[src/rtl/pipe_ctrl.sv]
// pipe_ctrl - pipeline control unit sitting behind the execute stage.
//
// Redirects the PC on taken branches/jumps, flushes the IF/ID and ID/EX
// registers for a FLUSH_CYCLES-long window per taken jump, and stalls the
// front end on either the execute-stage hold flag or a granted external bus
// hold request (req/ack handshake).
//
// Optional feature: define PIPE_CTRL_PERF_EN to build the jump and stall
// performance counters; without it both counter ports read 32'b0.
//
// Ports:
//   clk, rst_n     clock (rising edge), asynchronous active-low reset
//   jump_addr_i    jump target from execute stage
//   jump_en_i      taken branch/jump from execute stage
//   hold_flag_i    execute-stage stall request (level)
//   hold_req_i     external bus hold request (level, held until ack)
//   jump_addr_o    PC load value
//   jump_en_o      PC load enable
//   hold_pc_o      freeze PC
//   hold_if_id_o   freeze IF/ID register
//   hold_id_ex_o   freeze ID/EX register
//   flush_if_id_o  clear IF/ID register to NOP
//   flush_id_ex_o  clear ID/EX register to NOP
//   hold_ack_o     external hold granted (registered)
//   jump_cnt_o     taken-jump count
//   stall_cnt_o    stalled-cycle count
module pipe_ctrl #(
  parameter int ADDR_W       = 32,
  parameter int FLUSH_CYCLES = 2
) (
  input  logic              clk,
  input  logic              rst_n,
  input  logic [ADDR_W-1:0] jump_addr_i,
  input  logic              jump_en_i,
  input  logic              hold_flag_i,
  input  logic              hold_req_i,
  output logic [ADDR_W-1:0] jump_addr_o,
  output logic              jump_en_o,
  output logic              hold_pc_o,
  output logic              hold_if_id_o,
  output logic              hold_id_ex_o,
  output logic              flush_if_id_o,
  output logic              flush_id_ex_o,
  output logic              hold_ack_o,
  output logic [31:0]       jump_cnt_o,
  output logic [31:0]       stall_cnt_o
);

  typedef enum logic [1:0] {
    ST_RUN   = 2'd0,
    ST_FLUSH = 2'd1,
    ST_HOLD  = 2'd2
  } state_e;

  // Number of cycles spent in FLUSH after the jump cycle itself; the jump
  // cycle already flushes combinationally, so the window totals FLUSH_CYCLES.
  localparam logic [3:0] FLUSH_LOAD = 4'(FLUSH_CYCLES - 1);

  state_e     state_q, state_d;
  logic [3:0] cnt_q, cnt_d;
  logic       ack_q, ack_d;
  logic       jump_taken_s;
  logic       flush_s;
  logic       stall_s;

  // Jumps are ignored while the external hold is granted (EX is frozen).
  assign jump_taken_s = jump_en_i & (state_q != ST_HOLD);
  assign flush_s      = jump_taken_s | (state_q == ST_FLUSH);
  // Flush outranks any stall: a flushed register must not also be frozen.
  assign stall_s      = (hold_flag_i | (state_q == ST_HOLD)) & ~flush_s;

  assign jump_en_o     = jump_taken_s;
  assign jump_addr_o   = (state_q == ST_HOLD) ? {ADDR_W{1'b0}} : jump_addr_i;
  assign flush_if_id_o = flush_s;
  assign flush_id_ex_o = flush_s;
  assign hold_pc_o     = stall_s;
  assign hold_if_id_o  = stall_s;
  assign hold_id_ex_o  = stall_s;
  assign hold_ack_o    = ack_q;

  // Next-state logic for the RUN/FLUSH/HOLD controller and flush counter.
  always_comb begin
    state_d = state_q;
    cnt_d   = cnt_q;
    case (state_q)
      ST_RUN: begin
        if (jump_en_i) begin
          if (FLUSH_LOAD != 4'd0) begin
            state_d = ST_FLUSH;
            cnt_d   = FLUSH_LOAD;
          end else begin
            // Single-cycle window: the jump cycle was the whole flush.
            state_d = hold_req_i ? ST_HOLD : ST_RUN;
            cnt_d   = 4'd0;
          end
        end else if (hold_req_i) begin
          state_d = ST_HOLD;
        end else begin
          state_d = ST_RUN;
        end
      end
      ST_FLUSH: begin
        if (jump_en_i && (FLUSH_LOAD != 4'd0)) begin
          // A new jump restarts the window.
          state_d = ST_FLUSH;
          cnt_d   = FLUSH_LOAD;
        end else if (cnt_q <= 4'd1) begin
          // Last flush cycle; a deferred bus request is granted now.
          state_d = hold_req_i ? ST_HOLD : ST_RUN;
          cnt_d   = 4'd0;
        end else begin
          state_d = ST_FLUSH;
          cnt_d   = cnt_q - 4'd1;
        end
      end
      ST_HOLD: begin
        if (!hold_req_i) begin
          state_d = ST_RUN;
        end else begin
          state_d = ST_HOLD;
        end
      end
      default: begin
        state_d = ST_RUN;
        cnt_d   = 4'd0;
      end
    endcase
  end

  assign ack_d = (state_d == ST_HOLD);

  // State, flush counter and registered acknowledge.
  always_ff @(posedge clk or negedge rst_n) begin
    if (!rst_n) begin
      state_q <= ST_RUN;
      cnt_q   <= 4'd0;
      ack_q   <= 1'b0;
    end else begin
      state_q <= state_d;
      cnt_q   <= cnt_d;
      ack_q   <= ack_d;
    end
  end

`ifdef PIPE_CTRL_PERF_EN
  logic [31:0] jump_cnt_q;
  logic [31:0] stall_cnt_q;

  // Performance counters, wrapping modulo 2^32.
  always_ff @(posedge clk or negedge rst_n) begin
    if (!rst_n) begin
      jump_cnt_q  <= 32'd0;
      stall_cnt_q <= 32'd0;
    end else begin
      jump_cnt_q  <= jump_cnt_q + {31'd0, jump_taken_s};
      stall_cnt_q <= stall_cnt_q + {31'd0, stall_s};
    end
  end

  assign jump_cnt_o  = jump_cnt_q;
  assign stall_cnt_o = stall_cnt_q;
`else
  assign jump_cnt_o  = 32'b0;
  assign stall_cnt_o = 32'b0;
`endif

endmodule
[config.mk]
export PLATFORM = sky130hd
export DESIGN_NAME = pipe_ctrl
export DESIGN_NICKNAME = d
export VERILOG_FILES = /design/src/rtl/pipe_ctrl.sv
export SDC_FILE = /design/constraint.sdc
export NUM_CORES = 1
export LEC_CHECK = 0
export ABC_AREA = 1
export CORE_ASPECT_RATIO = 1.5
export CORE_MARGIN = 1
export CORE_UTILIZATION = 29
export DETAILED_ROUTE_END_ITERATION = 6
export PLACE_DENSITY = 0.95
export SLEW_MARGIN = 20
export SYNTH_ARGS = -nofsm -noshare
export SYNTH_HDL_FRONTEND = slang
export SYNTH_SLANG_ARGS = --single-unit
[constraint.sdc]
create_clock -name clk -period 2.77 [get_ports clk]
set_clock_uncertainty 0.15 [all_clocks]
set_input_delay 0.554 -clock clk [delete_from_list [all_inputs] [get_ports clk]]
set_output_delay 0.554 -clock clk [all_outputs]
set_load 0.02 [all_outputs]
## Word-level counts from Yosys, hierarchy flattened

Cells that the tools add are included.

- Register bits: 7
- Input bits: 37
- Output and inout bits: 103
- Logic and storage cells: 28

- Add/subtract/negate cells: 1
- $lt $le $gt $ge: 1
- Eq/ne operators: 5
- Muxes and demuxes: 10
- Bitwise logic cells: 6
- Reductions and logical operators: 2

Operators by type and width:

| kind | number |
|---|---|
| $mux 32 | 1 |
| $mux 4 | 3 |
| $pmux 4 s3 | 1 |
| $mux 2 | 4 |
| $pmux 2 s3 | 1 |
| $eq 2x2->1 const B | 2 |
| $le 4x1->1 const B | 1 |
| $ne 2x2->1 const B | 2 |
| $sub 4x1->4 const B | 1 |
| $and 1x1->1 | 2 |
| $eq 2x1->1 const B | 1 |
| $logic_not 2->1 | 1 |
| $not 1->1 | 2 |
| $or 1x1->1 | 2 |
| $reduce_and 2->1 | 1 |

## Longest topological paths before layout

- Depth in word-level cells: 5
- Mapped depth: 9
- Mapped depth without buffers: 9

## Least setup slack after synthesis

OpenSTA, ideal clock, no wires.

- Kind: input to output
- From: in jump_en_i
- To: out hold_if_id_o
- Data arrival time: 1.464 ns
- Required time: 2.066 ns
- Setup slack: 0.602 ns
- Cell stages on the path: 5
- Path buffers: 1
- Path through: inv_1 -> nor2_1 -> or2_4 -> nor2_2 -> buf_4

- Word-level cells in the longest chain between the ends: 4

Ends and longest elaborated chain:

| item | line | text |
|---|---|---|
| start, declared | 34 | `input logic jump_en_i,` |
| $and 1x1->1 | 67 | `assign jump_taken_s = jump_en_i & (state_q != ST_HOLD);` |
| via jump_en_o | 38 | `output logic jump_en_o,` |
| $or 1x1->1 | 68 | `assign flush_s = jump_taken_s \| (state_q == ST_FLUSH);` |
| via flush_id_ex_o | 43 | `output logic flush_id_ex_o,` |
| $not 1->1 | 70 | `assign stall_s = (hold_flag_i \| (state_q == ST_HOLD)) & ~flush_s;` |
| $and 1x1->1 | 70 |  |
| end, declared | 40 | `output logic hold_if_id_o,` |

The timed path passes the listed nets, and every way through them passes these cells.

## Final worst setup path

- From: in jump_en_i
- To: out jump_en_o

- Word-level cells in the longest chain between the ends: 1

Ends and longest elaborated chain:

| item | line |
|---|---|
| $and 1x1->1 | 67 |
| end, declared | 38 |

No other way between the ends.

==> key figures <==
Run
  – Max Cap Viol: 0

Route
  – Post-route ant nets: 0
  – Drt total wl: 2740 um
  – Drt first pass iters: 3
  – Drt first-iter violations: 7
  – WL per Instance: 8.91 um
  – Drt drc: 0
  – Vias per cell: 3.66
  – Vias: 1124

Setup path
  – CP Capture Type: output port
  – CP Launch Type: input pin
  – Largest fanout on the critical path: 2
  – Reg2Reg Depth: 9
  – CP required: 2.07 ns
  – Critical path arrival: 1.97 ns
  – Worst setup path category: input pin to output port

Finish
  – Fill cells: 371
  – Nets: 304
  – Number of antenna diodes: 0
  – Share of layout cells above drive strength 1: 0.0492
  – Register area: 175 sq um
  – Layout area overhead: 51.3%
  – Multi-input logic area: 558 sq um
  – Commonest non-fill, non-tap cell in the layout: clkdlybuf4s50_1
  – Most frequent cells in the layout: clkdlybuf4s50_1, conb_1, inv_1, nor2_1, nand2_1
  – Finished Core Util: 0.471

STA
  – Hold Vio Cnt, Final: 0
  – Setup ws final: 0.0972 ns
  – Sum of negative setup slack: 0 ns
  – Final Setup Violations: 0
  – Max Clk Rate: 0.374 GHz
  – Final slew viol count: 0
  – Crit path time final: 2.67 ns
  – Worst hold margin: 0.350 ns
  – RSZ-0062 raised after global routing: false
  – Crit share post-route: 0.965

Synth
  – Syn Inst Count: 188
  – Synth Cell Area: 0.00117 sq mm
  – Mean Syn Cell Area: 6.22 sq um
  – FF+latch count, synth: 7
  – Synth warn: 0
  – Area leader, netlist: buf_4
  – Netlist cell types: 19
  – Yosys top cell area share: 0.430
  – Sequential area share after synthesis: 0.150
  – Synth area leaders: buf_4, dfrtp_1, inv_1

CTS
  – Inserted Clock Buffers: 3
  – CTS clk-pin slew, worst paths: 0.04 ns
  – Root Driver: clkbuf_8
  – Latest clock arrival within the worst-skew pair: 0.22 ns
  – CTS HTree Levels: 1
  – CTS tree: yes
  – CTS max path bufs: 2
  – Hold Buf Count CTS: 0
  – Clock Sinks: 7
  – Number of setup buffers added after CTS: 0

Floorplan
  – Core ar.: 0.00375 sq mm
  – Initial Util: 0.312
  – Die Y: 79.7 um
  – Die width: 53.8 um
  – Die ar.: 0.00429 sq mm
  – IO Pins: 140
  – Placement Rows: 27

Pwr
  – Pwr/cell area: 607 mW/mm^2
  – Peak VDD IR: 0.000473 V
  – Leak: 0.00102 uW

Placement
  – GPL Wtd Cong: 0.747
  – Detailed placement HPWL: 2420 um
  – Port-buffer cells: 75
  – Setup slack at placement: -0.0257 ns

Run status
  – Status: completed

Global routing
  – Total GRT Usage: 0.127
  – GR Overflow Total: 0
  – Initial antenna violation count: 0
  – Vias in the first global route: 935
  – First-pass GRT wire length: 4000 um
  – Largest net degree at the start of global routing: 34

Min path
  – Hold Path Depth: 1
  – Worst min-delay path class: flip-flop to flip-flop
[cell families after synthesis]
group | Yosys count | share of synthesized area
xor gates and xnor gates | 1 | 0.00750
and+or+nand+nor | 59 | 0.209
other | 1 | 0.00321
DFF | 7 | 0.150
buffers and inverters | 111 | 0.575
adders and majority gates | 2 | 0.0214
AOI/OAI and AO/OA | 7 | 0.0343
[area by class of cell]
cell class	instances	area share
Timing Repair Buffer	79	0.442
Inverter	41	0.0870
Tap cell	43	0.0304
Clock buffer	4	0.0255
Multi-Input combinational cell	133	0.316
Sequential cell	7	0.0991
[path summary, 6_finish.rpt]
check	from	to	slack, ns
setup / recovery	jump_en_i	jump_en_o	0.1
hold / removal	cnt_q[0]	cnt_q[0]	0.35
setup reg to reg	cnt_q[0]	cnt_q[3]	1.25
hold reg to reg	cnt_q[0]	cnt_q[0]	0.35
max in group asynchronous	rst_n	hold_ack_o	1.78
min in group asynchronous	rst_n	cnt_q[2]	0.45
[metal layers]
| metal | global-route usage | vias to the layer above | wire length [um] |
|---|---|---|---|
| met3 | 0.0438 | 2 | 463 |
| met5 | 0 | - | 0 |
| met1 | 0.0969 | 475 | 711 |
| met4 | 0.0474 | 0 | 10 |
| li1 | - | 558 | - |
| met2 | 0.260 | 89 | 1550 |
[cells in the mapped netlist]
library cell / instances
buf_4: 67
inv_1: 39
nor2_1: 37
nand2_1: 15
dfrtp_1: 7
a21oi_1: 4
buf_2: 3
ha_1: 2
inv_2: 2
nand3_1: 2
nor2_2: 2
conb_1: 1
nand4_1: 1
nor2_4: 1
o211ai_1: 1
o21ai_0: 1
o21bai_1: 1
or2_4: 1
xor2_1: 1
[power breakdown]
| group | internal [uW] | total, uW | switching [uW] |
|---|---|---|---|
| clock network | 99.4 | 142 | 42.8 |
| registers | 133 | 166 | 32.9 |
| logic | 313 | 766 | 453 |
[critical path: stages]
cell	delay [ns]
clkdlybuf4s50_1	0.47
inv_1	0.05
nor2_1	0.15
buf_4	0.13
clkdlybuf4s50_1	0.61
[through the flow]
step	std cells	cell area [sq um]	total power, uW
2_1_floorplan	251	1410	704
3_3_place_gp	303	1720	924
4_1_cts	307	1760	1080
5_1_grt	307	1770	1170
3_5_place_dp	303	1720	945
6_report	307	1770	1070
[sequential cells by signal, indices dropped and copies added, names as in the netlist]
name and count:
cnt_q 4, hold_ack_o 1, state_q 2
[timing repair]
item / CTS / global route
resized for setup: 3 / 2
pin swaps: 0 / 0
setup endpoints to repair: 3 / 2
gates cloned: 0 / 0
(Power assumes the default switching activity.)
